==> src/rtl/res_mem_arbiter.sv <==
// res_mem_arbiter
//   Shares the single-port 16K x 8 result RAM between two requesters:
//   requester 0 is the distance-transform engine, and requester 1 is host
//   readback/preload.
//   - Fixed priority goes to requester 0.
//   - Requester 1 gets priority for one arbitration after STARVE_MAX
//     consecutive denied cycles.
//   - An owner may lock the RAM for read-modify-write windows of at most
//     LOCK_MAX cycles. The lock is then force-released and lock_err is set.
//   - Memory commands are registered. Read data is routed to the requester
//     that issued the read.
//
// Ports
//   clk, reset                : rising-edge clock, async active-high reset
//   rK_req/lock/we/addr/wdata : requester K transaction (K = 0, 1)
//   rK_gnt                    : combinational accept for requester K
//   rK_rvalid/rdata           : read return for requester K
//   mem_rd/wr/addr/do         : registered RAM command
//   mem_di                    : RAM read data, valid the cycle after mem_rd
//   lock_err                  : sticky, set when a lock was force-released
module res_mem_arbiter #(
  parameter int AW         = 14,
  parameter int DW         = 8,
  parameter int STARVE_MAX = 8,
  parameter int LOCK_MAX   = 16
) (
  input  logic          clk,
  input  logic          reset,
  input  logic          r0_req,
  input  logic          r0_lock,
  input  logic          r0_we,
  input  logic [AW-1:0] r0_addr,
  input  logic [DW-1:0] r0_wdata,
  output logic          r0_gnt,
  output logic          r0_rvalid,
  output logic [DW-1:0] r0_rdata,
  input  logic          r1_req,
  input  logic          r1_lock,
  input  logic          r1_we,
  input  logic [AW-1:0] r1_addr,
  input  logic [DW-1:0] r1_wdata,
  output logic          r1_gnt,
  output logic          r1_rvalid,
  output logic [DW-1:0] r1_rdata,
  output logic          mem_rd,
  output logic          mem_wr,
  output logic [AW-1:0] mem_addr,
  output logic [DW-1:0] mem_do,
  input  logic [DW-1:0] mem_di,
  output logic          lock_err
);

  localparam int SCW = $clog2(STARVE_MAX + 1);
  localparam int LCW = $clog2(LOCK_MAX + 1);

  typedef enum logic [1:0] {
    ST_IDLE  = 2'd0,
    ST_LOCK0 = 2'd1,
    ST_LOCK1 = 2'd2
  } state_t;

  state_t          r_state;
  logic [SCW-1:0]  r_starve_cnt;
  logic [LCW-1:0]  r_lock_cnt;
  logic            r_lock_err;
  logic            r_mem_rd;
  logic            r_mem_wr;
  logic [AW-1:0]   r_mem_addr;
  logic [DW-1:0]   r_mem_do;
  logic            r_rd_tag;      // owner of the read currently on the RAM port
  logic            r_r0_rvalid;
  logic            r_r1_rvalid;
  logic [DW-1:0]   r_r0_hold;
  logic [DW-1:0]   r_r1_hold;

  logic            w_starve_flag;
  logic            w_forced;
  logic            w_r0_gnt;
  logic            w_r1_gnt;
  logic            w_acc0;
  logic            w_acc1;
  logic            w_acc;
  logic            w_we;
  logic [AW-1:0]   w_addr;
  logic [DW-1:0]   w_wdata;

  assign w_starve_flag = (r_starve_cnt == SCW'(STARVE_MAX));
  // A lock that has reached its budget is released this cycle, whatever the owner asks.
  assign w_forced      = (r_state != ST_IDLE) && (r_lock_cnt == LCW'(LOCK_MAX));

  // Grant selection: IDLE priority, lock ownership, and forced release to the non-owner.
  always_comb begin
    w_r0_gnt = 1'b0;
    w_r1_gnt = 1'b0;
    case (r_state)
      ST_IDLE: begin
        if (w_starve_flag) begin
          w_r1_gnt = r1_req;
          w_r0_gnt = r0_req & ~r1_req;
        end else begin
          w_r0_gnt = r0_req;
          w_r1_gnt = r1_req & ~r0_req;
        end
      end
      ST_LOCK0: begin
        if (w_forced) begin
          w_r1_gnt = r1_req;
          w_r0_gnt = r0_req & ~r1_req;
        end else begin
          w_r0_gnt = r0_req;
          w_r1_gnt = 1'b0;
        end
      end
      ST_LOCK1: begin
        if (w_forced) begin
          w_r0_gnt = r0_req;
          w_r1_gnt = r1_req & ~r0_req;
        end else begin
          w_r1_gnt = r1_req;
          w_r0_gnt = 1'b0;
        end
      end
      default: begin
        w_r0_gnt = 1'b0;
        w_r1_gnt = 1'b0;
      end
    endcase
  end

  // Grants are suppressed while reset is held so that every output reads 0.
  assign r0_gnt  = w_r0_gnt & ~reset;
  assign r1_gnt  = w_r1_gnt & ~reset;
  assign w_acc0  = r0_req & r0_gnt;
  assign w_acc1  = r1_req & r1_gnt;
  assign w_acc   = w_acc0 | w_acc1;
  assign w_we    = w_acc1 ? r1_we    : r0_we;
  assign w_addr  = w_acc1 ? r1_addr  : r0_addr;
  assign w_wdata = w_acc1 ? r1_wdata : r0_wdata;

  // Lock FSM: ownership, lock budget counter and sticky forced-release flag.
  always_ff @(posedge clk or posedge reset) begin
    if (reset) begin
      r_state    <= ST_IDLE;
      r_lock_cnt <= '0;
      r_lock_err <= 1'b0;
    end else begin
      case (r_state)
        ST_IDLE: begin
          if (w_acc0 && r0_lock) begin
            r_state    <= ST_LOCK0;
            r_lock_cnt <= LCW'(1);
          end else if (w_acc1 && r1_lock) begin
            r_state    <= ST_LOCK1;
            r_lock_cnt <= LCW'(1);
          end else begin
            r_state    <= ST_IDLE;
            r_lock_cnt <= '0;
          end
        end
        ST_LOCK0, ST_LOCK1: begin
          if (w_forced) begin
            r_lock_err <= 1'b1;
            // The winner of the release cycle may open a fresh lock window.
            if (w_acc0 && r0_lock) begin
              r_state    <= ST_LOCK0;
              r_lock_cnt <= LCW'(1);
            end else if (w_acc1 && r1_lock) begin
              r_state    <= ST_LOCK1;
              r_lock_cnt <= LCW'(1);
            end else begin
              r_state    <= ST_IDLE;
              r_lock_cnt <= '0;
            end
          end else if (r_state == ST_LOCK0) begin
            if ((w_acc0 && !r0_lock) || (!r0_req && !r0_lock)) begin
              r_state    <= ST_IDLE;
              r_lock_cnt <= '0;
            end else begin
              r_lock_cnt <= r_lock_cnt + LCW'(1);
            end
          end else begin
            if ((w_acc1 && !r1_lock) || (!r1_req && !r1_lock)) begin
              r_state    <= ST_IDLE;
              r_lock_cnt <= '0;
            end else begin
              r_lock_cnt <= r_lock_cnt + LCW'(1);
            end
          end
        end
        default: begin
          r_state    <= ST_IDLE;
          r_lock_cnt <= '0;
        end
      endcase
    end
  end

  // Starvation counter for requester 1; it also counts through requester 0 locks.
  always_ff @(posedge clk or posedge reset) begin
    if (reset) begin
      r_starve_cnt <= '0;
    end else if (w_acc1) begin
      r_starve_cnt <= '0;
    end else if (r1_req && !r1_gnt && !w_starve_flag) begin
      r_starve_cnt <= r_starve_cnt + SCW'(1);
    end else begin
      r_starve_cnt <= r_starve_cnt;
    end
  end

  // Registered RAM command and read owner tag, one cycle after acceptance.
  always_ff @(posedge clk or posedge reset) begin
    if (reset) begin
      r_mem_rd   <= 1'b0;
      r_mem_wr   <= 1'b0;
      r_mem_addr <= '0;
      r_mem_do   <= '0;
      r_rd_tag   <= 1'b0;
    end else begin
      r_mem_rd <= w_acc & ~w_we;
      r_mem_wr <= w_acc & w_we;
      if (w_acc) begin
        r_mem_addr <= w_addr;
      end else begin
        r_mem_addr <= r_mem_addr;
      end
      if (w_acc && w_we) begin
        r_mem_do <= w_wdata;
      end else begin
        r_mem_do <= r_mem_do;
      end
      if (w_acc && !w_we) begin
        r_rd_tag <= w_acc1;
      end else begin
        r_rd_tag <= r_rd_tag;
      end
    end
  end

  // Read return: the tag travels with mem_rd, so interleaved reads keep issue order.
  always_ff @(posedge clk or posedge reset) begin
    if (reset) begin
      r_r0_rvalid <= 1'b0;
      r_r1_rvalid <= 1'b0;
      r_r0_hold   <= '0;
      r_r1_hold   <= '0;
    end else begin
      r_r0_rvalid <= r_mem_rd & ~r_rd_tag;
      r_r1_rvalid <= r_mem_rd & r_rd_tag;
      if (r_r0_rvalid) begin
        r_r0_hold <= mem_di;
      end else begin
        r_r0_hold <= r_r0_hold;
      end
      if (r_r1_rvalid) begin
        r_r1_hold <= mem_di;
      end else begin
        r_r1_hold <= r_r1_hold;
      end
    end
  end

  // RAM data is valid in the rvalid cycle itself, so it is passed straight through.
  assign r0_rdata  = r_r0_rvalid ? mem_di : r_r0_hold;
  assign r1_rdata  = r_r1_rvalid ? mem_di : r_r1_hold;
  assign r0_rvalid = r_r0_rvalid;
  assign r1_rvalid = r_r1_rvalid;
  assign mem_rd    = r_mem_rd;
  assign mem_wr    = r_mem_wr;
  assign mem_addr  = r_mem_addr;
  assign mem_do    = r_mem_do;
  assign lock_err  = r_lock_err;

endmodule

==> config.mk <==
export PLATFORM = sky130hd
export DESIGN_NAME = res_mem_arbiter
export DESIGN_NICKNAME = d
export VERILOG_FILES = /design/src/rtl/res_mem_arbiter.sv
export SDC_FILE = /design/constraint.sdc
export NUM_CORES = 1
export LEC_CHECK = 0
export ABC_AREA = 0
export CORE_MARGIN = 4
export CORE_UTILIZATION = 35
export CTS_CLUSTER_DIAMETER = 150
export CTS_CLUSTER_SIZE = 12
export DETAILED_ROUTE_END_ITERATION = 7
export PLACE_DENSITY = 0.69
export SETUP_SLACK_MARGIN = 0.3
export SLEW_MARGIN = 20
export SYNTH_ARGS = -nofsm -noshare
export SYNTH_HDL_FRONTEND = slang
export SYNTH_SLANG_ARGS = --single-unit
export TNS_END_PERCENT = 20
==> constraint.sdc <==
create_clock -name clk -period 2.24 [get_ports clk]
set_clock_uncertainty 0.15 [all_clocks]
set_input_delay 0.448 -clock clk [delete_from_list [all_inputs] [get_ports clk]]
set_output_delay 0.448 -clock clk [all_outputs]
set_load 0.01 [all_outputs]
* Yosys cells after proc, flatten, opt, wreduce, memory -nomap -nowiden
Cells that the tools add are included.
** Storage, ports and cells
- Output and inout port bits :: 45
- Flip-flop bits (word level) :: 55
- Bits in writable memories :: 0
- Latch bits :: 0
- Input bits :: 60
- Memory bits (read-only) :: 0
- Memories kept :: 0
** Cells by class
- Eq/ne operators :: 6
- Divide/modulo/power cells :: 0
- Magnitude comparators :: 0
- Mux-type cells :: 29
- Reductions and logical operators :: 26
- $add $sub $neg :: 2
- Shifts and indexed selects :: 0
- Bitwise operators :: 16
- Multiply operators :: 0
** Operators by type and width (number)
- $mux W5 :: 5
- $mux W8 :: 3
- $mux W14 :: 1
- $mux W2 :: 6
- $logic_and A1 B1 Y1 :: 11
- $and A1 B1 Y1 :: 10
- $pmux W5 S2 :: 1
- $mux W1 :: 8
- $mux W4 :: 2
- $ne A4 B4 Y1 const B :: 2
- $logic_not A1 Y1 :: 7
- $pmux W1 S3 :: 2
- $add A5 B1 Y5 const B :: 1
- $eq A5 B5 Y1 const B :: 1
- $not A1 Y1 :: 5
- $add A4 B1 Y4 const B :: 1
- $eq A4 B4 Y1 const B :: 1
- $pmux W2 S2 :: 1
- $reduce_and A2 Y1 :: 2
- $reduce_bool A2 Y1 :: 2
- $eq A2 B1 Y1 const B :: 1
- $eq A2 B2 Y1 const B :: 1
- $logic_not A2 Y1 :: 1
- $logic_or A1 B1 Y1 :: 2
- other kinds (2) :: 2

* Logic depth before layout (Yosys ltp)
Gate-level depths: netlist of run 1.
- Word-level depth :: 12
- Depth in mapped cells :: 11
- Gate-level depth less buffers :: 8

* Least setup slack after synthesis of run 1
No wires, ideal clock.
- Path type :: register to output
- Start point :: reg r_state[0]
- End point :: out r1_gnt
- Cell stages (with the launch flop) :: 10
- Arrival time :: 1.870 ns
- Required time :: 1.642 ns
- Slack :: -0.228 ns
- Path through :: dfrtp_1 inv_1 ha_1 buf_6 and3b_1 a2111oi_2 nand2_1 buf_4 inv_4 buf_4
** Between the ends
- Cells in the longest elaborated chain, start to end :: 5
- Elaborated cells on any way between the ends :: 9
- Those cells by class :: 2 x eq/ne; 3 x mux; 1 x bitwise; 3 x reduce/logical
** Ends and longest elaborated chain
- from (decl) :: RTL line 62 : state_t r_state;
- from (signal assigned) :: RTL line 143 : r_state <= ST_IDLE;
- from (signal assigned) :: RTL line 150 : r_state <= ST_LOCK0;
- from (signal assigned) :: RTL line 153 : r_state <= ST_LOCK1;
- $reduce_bool A2 Y1 :: RTL line 89 : assign w_forced = (r_state != ST_IDLE) && (r_lock_cnt == LCW'(LOCK_MAX));
- $logic_and A1 B1 Y1 :: RTL line 89
- $mux W1 (on tied branches) :: RTL line 115, 106
- $pmux W1 S3 (*) :: RTL line 95 : case (r_state)
- $and A1 B1 Y1 (*) :: RTL line 132 : assign r1_gnt = w_r1_gnt & ~reset;
- to (decl) :: RTL line 42 : output logic r1_gnt,
Mark *: on every way between the ends. The rest lies on a longest branch, timed or not.

* Worst setup path after layout of run 1
Same ends and word-level chain as after synthesis.

==> results of run 1 <==
[metal layers]
metal / routed length [um] / up-vias
met5: 0 / -
met3: 498 / 8
met1: 2910 / 1078
li1: - / 1124
met2: 3621 / 78
met4: 73 / 0
[cells in the final DEF (no fill, tap or decap), types with 3 or more instances in the layout]
cell type / count
mux2_4: 16
inv_1: 7
buf_6: 15
and2_1: 10
buf_2: 6
clkbuf_2: 3
nand4_1: 3
inv_2: 4
nand3_1: 7
dfrtp_1: 52
clkdlybuf4s50_1: 83
nor2_1: 22
dfrtp_2: 3
clkbuf_8: 6
a221o_1: 8
nand2_1: 18
ha_1: 6
a21oi_1: 29
buf_4: 26
xor2_1: 3
[state kept, by name (all words and copies together) (netlist names)]
name	count
r_lock_cnt	5
r_starve_cnt	4
mem_do	8
r_rd_tag	1
r1_rvalid	1
r0_rvalid	1
r_r1_hold	8
r_state	2
r_r0_hold	8
mem_rd	1
mem_wr	1
lock_err	1
mem_addr	14
[cell type report]
cell class | instances | area [um2]
fill | 649 | 3053
sequential | 55 | 1380
multi-input combinational | 168 | 1292
timing repair buffer | 137 | 1290
tap | 99 | 123.9
clock buffer | 7 | 86.33
inverter | 13 | 57.56
clock inverter | 1 | 8.758
[metrics by stage]
stage / cell area [um2] / instances / setup WS [ps] / util
2_1_floorplan: 2685 / 248 / -84.10 / -
3_3_place_gp: 3954 / 465 / -680.1 / 0.5422
3_5_place_dp: 3954 / 465 / -693.2 / 0.5422
4_1_cts: 4100 / 477 / -289.2 / 0.5623
5_1_grt: 4239 / 480 / -345.0 / 0.5813
6_report: 4239 / 480 / -222.2 / 0.5813
[critical path, delay by kind of cell (launching register included)]
kind	cells	cell delay, ps
flops	1	430
simple gates	2	380
compound gates	1	330
buf+inv	3	270
fa+ha+maj	1	150
[report_power, final]
part | internal [mW] | switching (mW)
clock network | 0.254 | 0.324
registers | 1.40 | 0.202
logic | 1.31 | 0.940
total | 2.96 | 1.47
[path summary, 6_finish.rpt]
| path | startpoint | endpoint | slack [ps] | cells after the start |
|---|---|---|---|---|
| min in group asynchronous | reset | r_r1_hold[4] | 680 | 4 |
| max in group asynchronous | reset | r_state[1] | 750 | 4 |
| min reg2reg | r_rd_tag | r0_rvalid | 300 | 1 |
| min | r_rd_tag | r0_rvalid | 300 | 1 |
| max | r_state[0] | r1_gnt | -220 | 7 |
| max reg2reg | r_state[0] | mem_do[4] | -200 | 9 |
[cell families (layout without fill, tap and decap cells)]
kind of cell | count (synthesis) | count (layout)
compound gates | 54 | 54
xor+xnor | 5 | 5
fa+ha+maj | 8 | 8
buf+inv | 25 | 158
flops | 55 | 55
mux | 19 | 19
simple gates | 82 | 82
[repair_timing]
item                       CTS  global route
hold buffers                 0             0
pin swaps                   10            13
setup endpoints to repair   55            51
gates resized for setup     75            57
buffers inserted             4             3
gates cloned                 0             0
==> summary.txt, run 1 <==
Via/cell ratio - 4.767
CP max-delay cell - dfrtp_1
Die width - 95.04 um
Top post-synthesis cells by area - dfrtp_1 52%, mux2_2 7.6%, a21oi_1 5.7%
Drt pass-1 iters - 4
Post-synthesis async set-or-reset flop share - 1.000
Layout cells sized above 1 - 0.2730
CP max FO - 4
First-pass GRT wire length - 10.97 mm
Worst Hold Class - flip-flop to flip-flop
Vias in the first global route - 2381
Crit path cell chain - inv_2, ha_4, and3b_2, a2111oi_4, nand2_2, clkinv_4, buf_6
Seq/Total Area, Yosys - 0.5191
Diodes inserted - 0
Gr busiest metal - met2
Adder-cell area share of the yosys netlist - 0.03775
CP Capture Type - output pin
Synth Flop Type - dfrtp_1
Max_cap viols - 0
Synth top cells by count - 55 x dfrtp_1, 30 x a21oi_1, 26 x nor2_1
Final #Nets - 448
Initial core utilization - 0.3636
H-tree Lvls - 2
CTS Sinks - 55
Post-Synthesis Cells - 248
Max Slew Vio Count - 0
Buffers added on ports - 104
Worst-Skew Late Latency - 310 ps
Top cell type's share of synthesized area - 0.5191
Count leader, synth - dfrtp_1
Routability cong. - 0.8246
Main combinational cell family by area after synthesis - simple AND/OR/NAND/NOR gates
VDD IR max - 0.4074 mV
Maximum clock rate - 406.1 MHz
Final setup fails - 11
RSZ-0062 raised after global routing - yes
CTS tree - yes
Synth area leader - dfrtp_1
Max_slew headroom - 0.5358
Final setup TNS - -1936 ps
Initial antenna violation count - 0
Final setup margin - -222.2 ps
Met2 Use GR - 0.2848
Synth Register Bits - 55
Largest net degree at the start of global routing - 56
Status - finished with violations
Failing checks - setup timing
Grt met3 use - 0.03788
CTS max path bufs - 2
Clk slew on worst S/H paths - 100 ps
DP Wirelength - 5.326 mm
Hold Violations, Final - 0
Critical path data arrival time - 1860 ps
Post-Syn Area per Cell - 10.69 um2
Final WL - 7.103 mm
Syn Nets - 316
Total Power - 4.428 mW
EDFF count, synth - 0
Post-synthesis cell type count - 48
Die Ht - 95.04 um
Site row count - 31
Synthesis-to-layout area growth - 59.89%
All-Layer GR Usage - 0.1543
Fin crit period - 2462 ps
Antenna Nets Post-Route - 0
Post-synthesis mux area share - 0.08023
Clk root buf - clkbuf_8
Synth Area in Compound Gates - 0.1425
# DRC - 0
Core outline area - 7292 um2
YS warnings - 0
Vias - 2288
Worst EP required - 1640 ps
Total gr overflow - 0
Routed length per placed instance - 14.80 um
Cts bufs inserted - 5
Synth Area in Simple Gates - 0.1543
Mapped cell area - 2651 um2
Top-level port count - 105
XOR/XNOR share of the synthesized area - 0.01652
Worst setup SP type - flip-flop
Leakage power - 1.900 nW
GR Util met1 - 0.1785
Pwr dens - 1045 nW/um2
Final period util - 1.099
CP max stage delay - 430 ps
Die area - 9032 um2
Actual slew at the worst max-slew pin - 696.3 ps
Final hold slack - 304.9 ps
CP Class - flip-flop to output pin
Initial DRC count - 59
Note: power is estimated with default switching activity, not from simulation.
==> inputs of run 2 (changes only) <==
--- a/config.mk
+++ b/config.mk
@@ -12,6 +12,7 @@
 export CTS_CLUSTER_SIZE = 12
 export DETAILED_ROUTE_END_ITERATION = 7
 export PLACE_DENSITY = 0.69
+export RECOVER_POWER = 50
 export SETUP_SLACK_MARGIN = 0.3
 export SLEW_MARGIN = 20
 export SYNTH_ARGS = -nofsm -noshare
==> run 2 against run 1 <==
  * The run still ends with setup timing left
  * Sequential cell count did not move
  * Critical path depth is the same
  * Largest cell class unchanged
  * Clock power about the same
  * Routed wire length shrank 1.2%
  * Global-route usage unchanged
  * Count of clock-buffer cells in the layout unchanged
  * Core utilization down 0.91 points
==> summary.txt, run 2 (synthesis gave the netlist of run 1 again) <==
Status - finished with violations
Failing checks - setup timing
Final setup margin - -224.3 ps (-2.066 ps)
Pwr dens - 1029 nW/um2 (-1.5%)
Diodes inserted - 0 (unchanged)
Fin area - 4173 um2 (-1.6%)
Max Slew Vio Count - 0 (unchanged)
CP startpoint - r_state[0]
Hold Violations, Final - 0 (unchanged)
Worst Hold Class - input port to flip-flop
Clk root buf - clkbuf_8
Final setup TNS - -1959 ps (-22.60 ps)
VDD IR max - 0.4064 mV (-0.24%)
Worst-Skew Late Latency - 310 ps (about the same)
Commonest non-fill, non-tap cell in the layout - clkdlybuf4s50_1
Vias in the first global route - 2381 (unchanged)
Worst R2R Start - r_state[0]
Max_cap viols - 0 (unchanged)
Actual slew at the worst max-slew pin - 752.1 ps (+55.80 ps)
CTS tree - yes
Largest net degree at the start of global routing - 56 (unchanged)
Fin crit period - 2464 ps (+2.066 ps)
Die Ht - 95.04 um (unchanged)
Vias - 2299 (+0.48%)
CTS max path bufs - 2 (unchanged)
All-Layer GR Usage - 0.1543 (unchanged)
Die area - 9032 um2 (unchanged)
First-pass GRT wire length - 10.97 mm (unchanged)
Worst hold start - mem_di[3]
Final #Nets - 448 (unchanged)
CP Capture Type - output pin
Die width - 95.04 um (unchanged)
Dpl ws - -693.2 ps (unchanged)
Initial core utilization - 0.3636 (unchanged)
Cts bufs inserted - 5 (unchanged)
FF+latch area - 1378 um2 (-0.18%)
Antenna Nets Post-Route - 0 (unchanged)
Top-level port count - 105 (unchanged)
Final WL - 7.021 mm (-1.2%)
Drt pass-1 iters - 4 (unchanged)
Site row count - 31 (unchanged)
CP max FO - 4 (unchanged)
Routability cong. - 0.8246 (unchanged)
Layout Utilization - 0.5722 (-0.009095)
Clk slew on worst S/H paths - 90 ps (about the same)
Initial antenna violation count - 0 (unchanged)
Total gr overflow - 0 (unchanged)
CP Class - flip-flop to output pin
Routed length per placed instance - 14.63 um (-1.2%)
H-tree Lvls - 2 (unchanged)
Multi-input gate area - 1244 um2 (-3.8%)
Total Power - 4.292 mW (-3.1%)
Via/cell ratio - 4.790 (+0.48%)
Most frequent cells in the layout - 83 x clkdlybuf4s50_1, 54 x dfrtp_1, 29 x a21oi_1
Leakage power - 1.855 nW (-2.3%)
RSZ-0062 raised after global routing - yes
Core outline area - 7292 um2 (unchanged)
Worst EP required - 1640 ps (about the same)
Buffers added on ports - 104 (unchanged)
Critical path data arrival time - 1870 ps (about the same)
CTS hold repair buffers - 0 (unchanged)
Placed instance area - 3954 um2 (unchanged)
R2r setup slk - -200 ps (about the same)
Maximum clock rate - 405.8 MHz (about the same)
DP Wirelength - 5.326 mm (unchanged)
Final setup fails - 11 (unchanged)
Max reg flops - 14 (unchanged)
CTS Sinks - 55 (unchanged)
Final period util - 1.100 (about the same)
# DRC - 0 (unchanged)
Worst setup SP type - flip-flop
Layout filler cell count - 665 (+2.5%)
Synthesis-to-layout area growth - 57.39%
Layout cells sized above 1 - 0.2257 (-0.04724)
Initial DRC count - 52 (-12%)
Max_slew headroom - 0.4986 (-0.03720)
[run 2: cell count changes in the layout (fill, tap and decap cells not counted), sizes merged]
cell	previous run	this run
buf	48	44
clkbuf	10	14
[run 2: per-stage QoR]
step                      hold WS (ps)  std cells
after global routing             315.6        480
final                            304.6        480
after global placement           280.0        465
after floorplan                  266.3        248
after detailed placement         287.5        465
after CTS                        304.2        477
[run 2: path summary, 6_finish.rpt]
check,to,cells past startpoint
max in group asynchronous,r_state[1],4
min in group asynchronous,r_r1_hold[4],4
max reg2reg,mem_do[4],9
min,r_r1_hold[3],2
max,r1_gnt,7
min reg2reg,r0_rvalid,1
[run 2: cell type report]
cell class	count	share of cell area
Multi-Input combinational cell	168	0.2981
Clock inverter	1	0.002099
Timing Repair Buffer	137	0.3055
Clock buffer	7	0.02069
Sequential cell	55	0.3301
Inverter	13	0.01379
Tap cell	99	0.02969
[run 2: repair_timing]
| item | in CTS | in global routing |
|---|---|---|
| endpoints found under the setup margin | 55 | 51 |
| gates resized for setup | 75 | 57 |
| pin swaps | 10 | 13 |
| buffers inserted | 4 | 3 |
[run 2: critical path, stage by stage, from the launching register on]
cell,delay [ps]
dfrtp_1,430
inv_2,110
ha_4,150
and3b_2,230
a2111oi_4,330
nand2_2,150
clkinv_4,70
buf_6,90
[run 2: layer usage]
metal | vias up | GRT usage | part of all wire | wire, um
li1 | 1130 | - | - | -
met1 | 1075 | 0.1785 | 0.41 | 2859
met2 | 86 | 0.2848 | 0.51 | 3587
met3 | 8 | 0.03788 | 0.072 | 504
met4 | 0 | 0.03726 | 0.010 | 70
met5 | - | 0 | 0 | 0
[run 2: where the power goes]
group	internal, mW	total, mW	switching (mW)
clock network	0.254	0.577	0.322
registers	1.40	1.58	0.186
logic	1.20	2.13	0.931
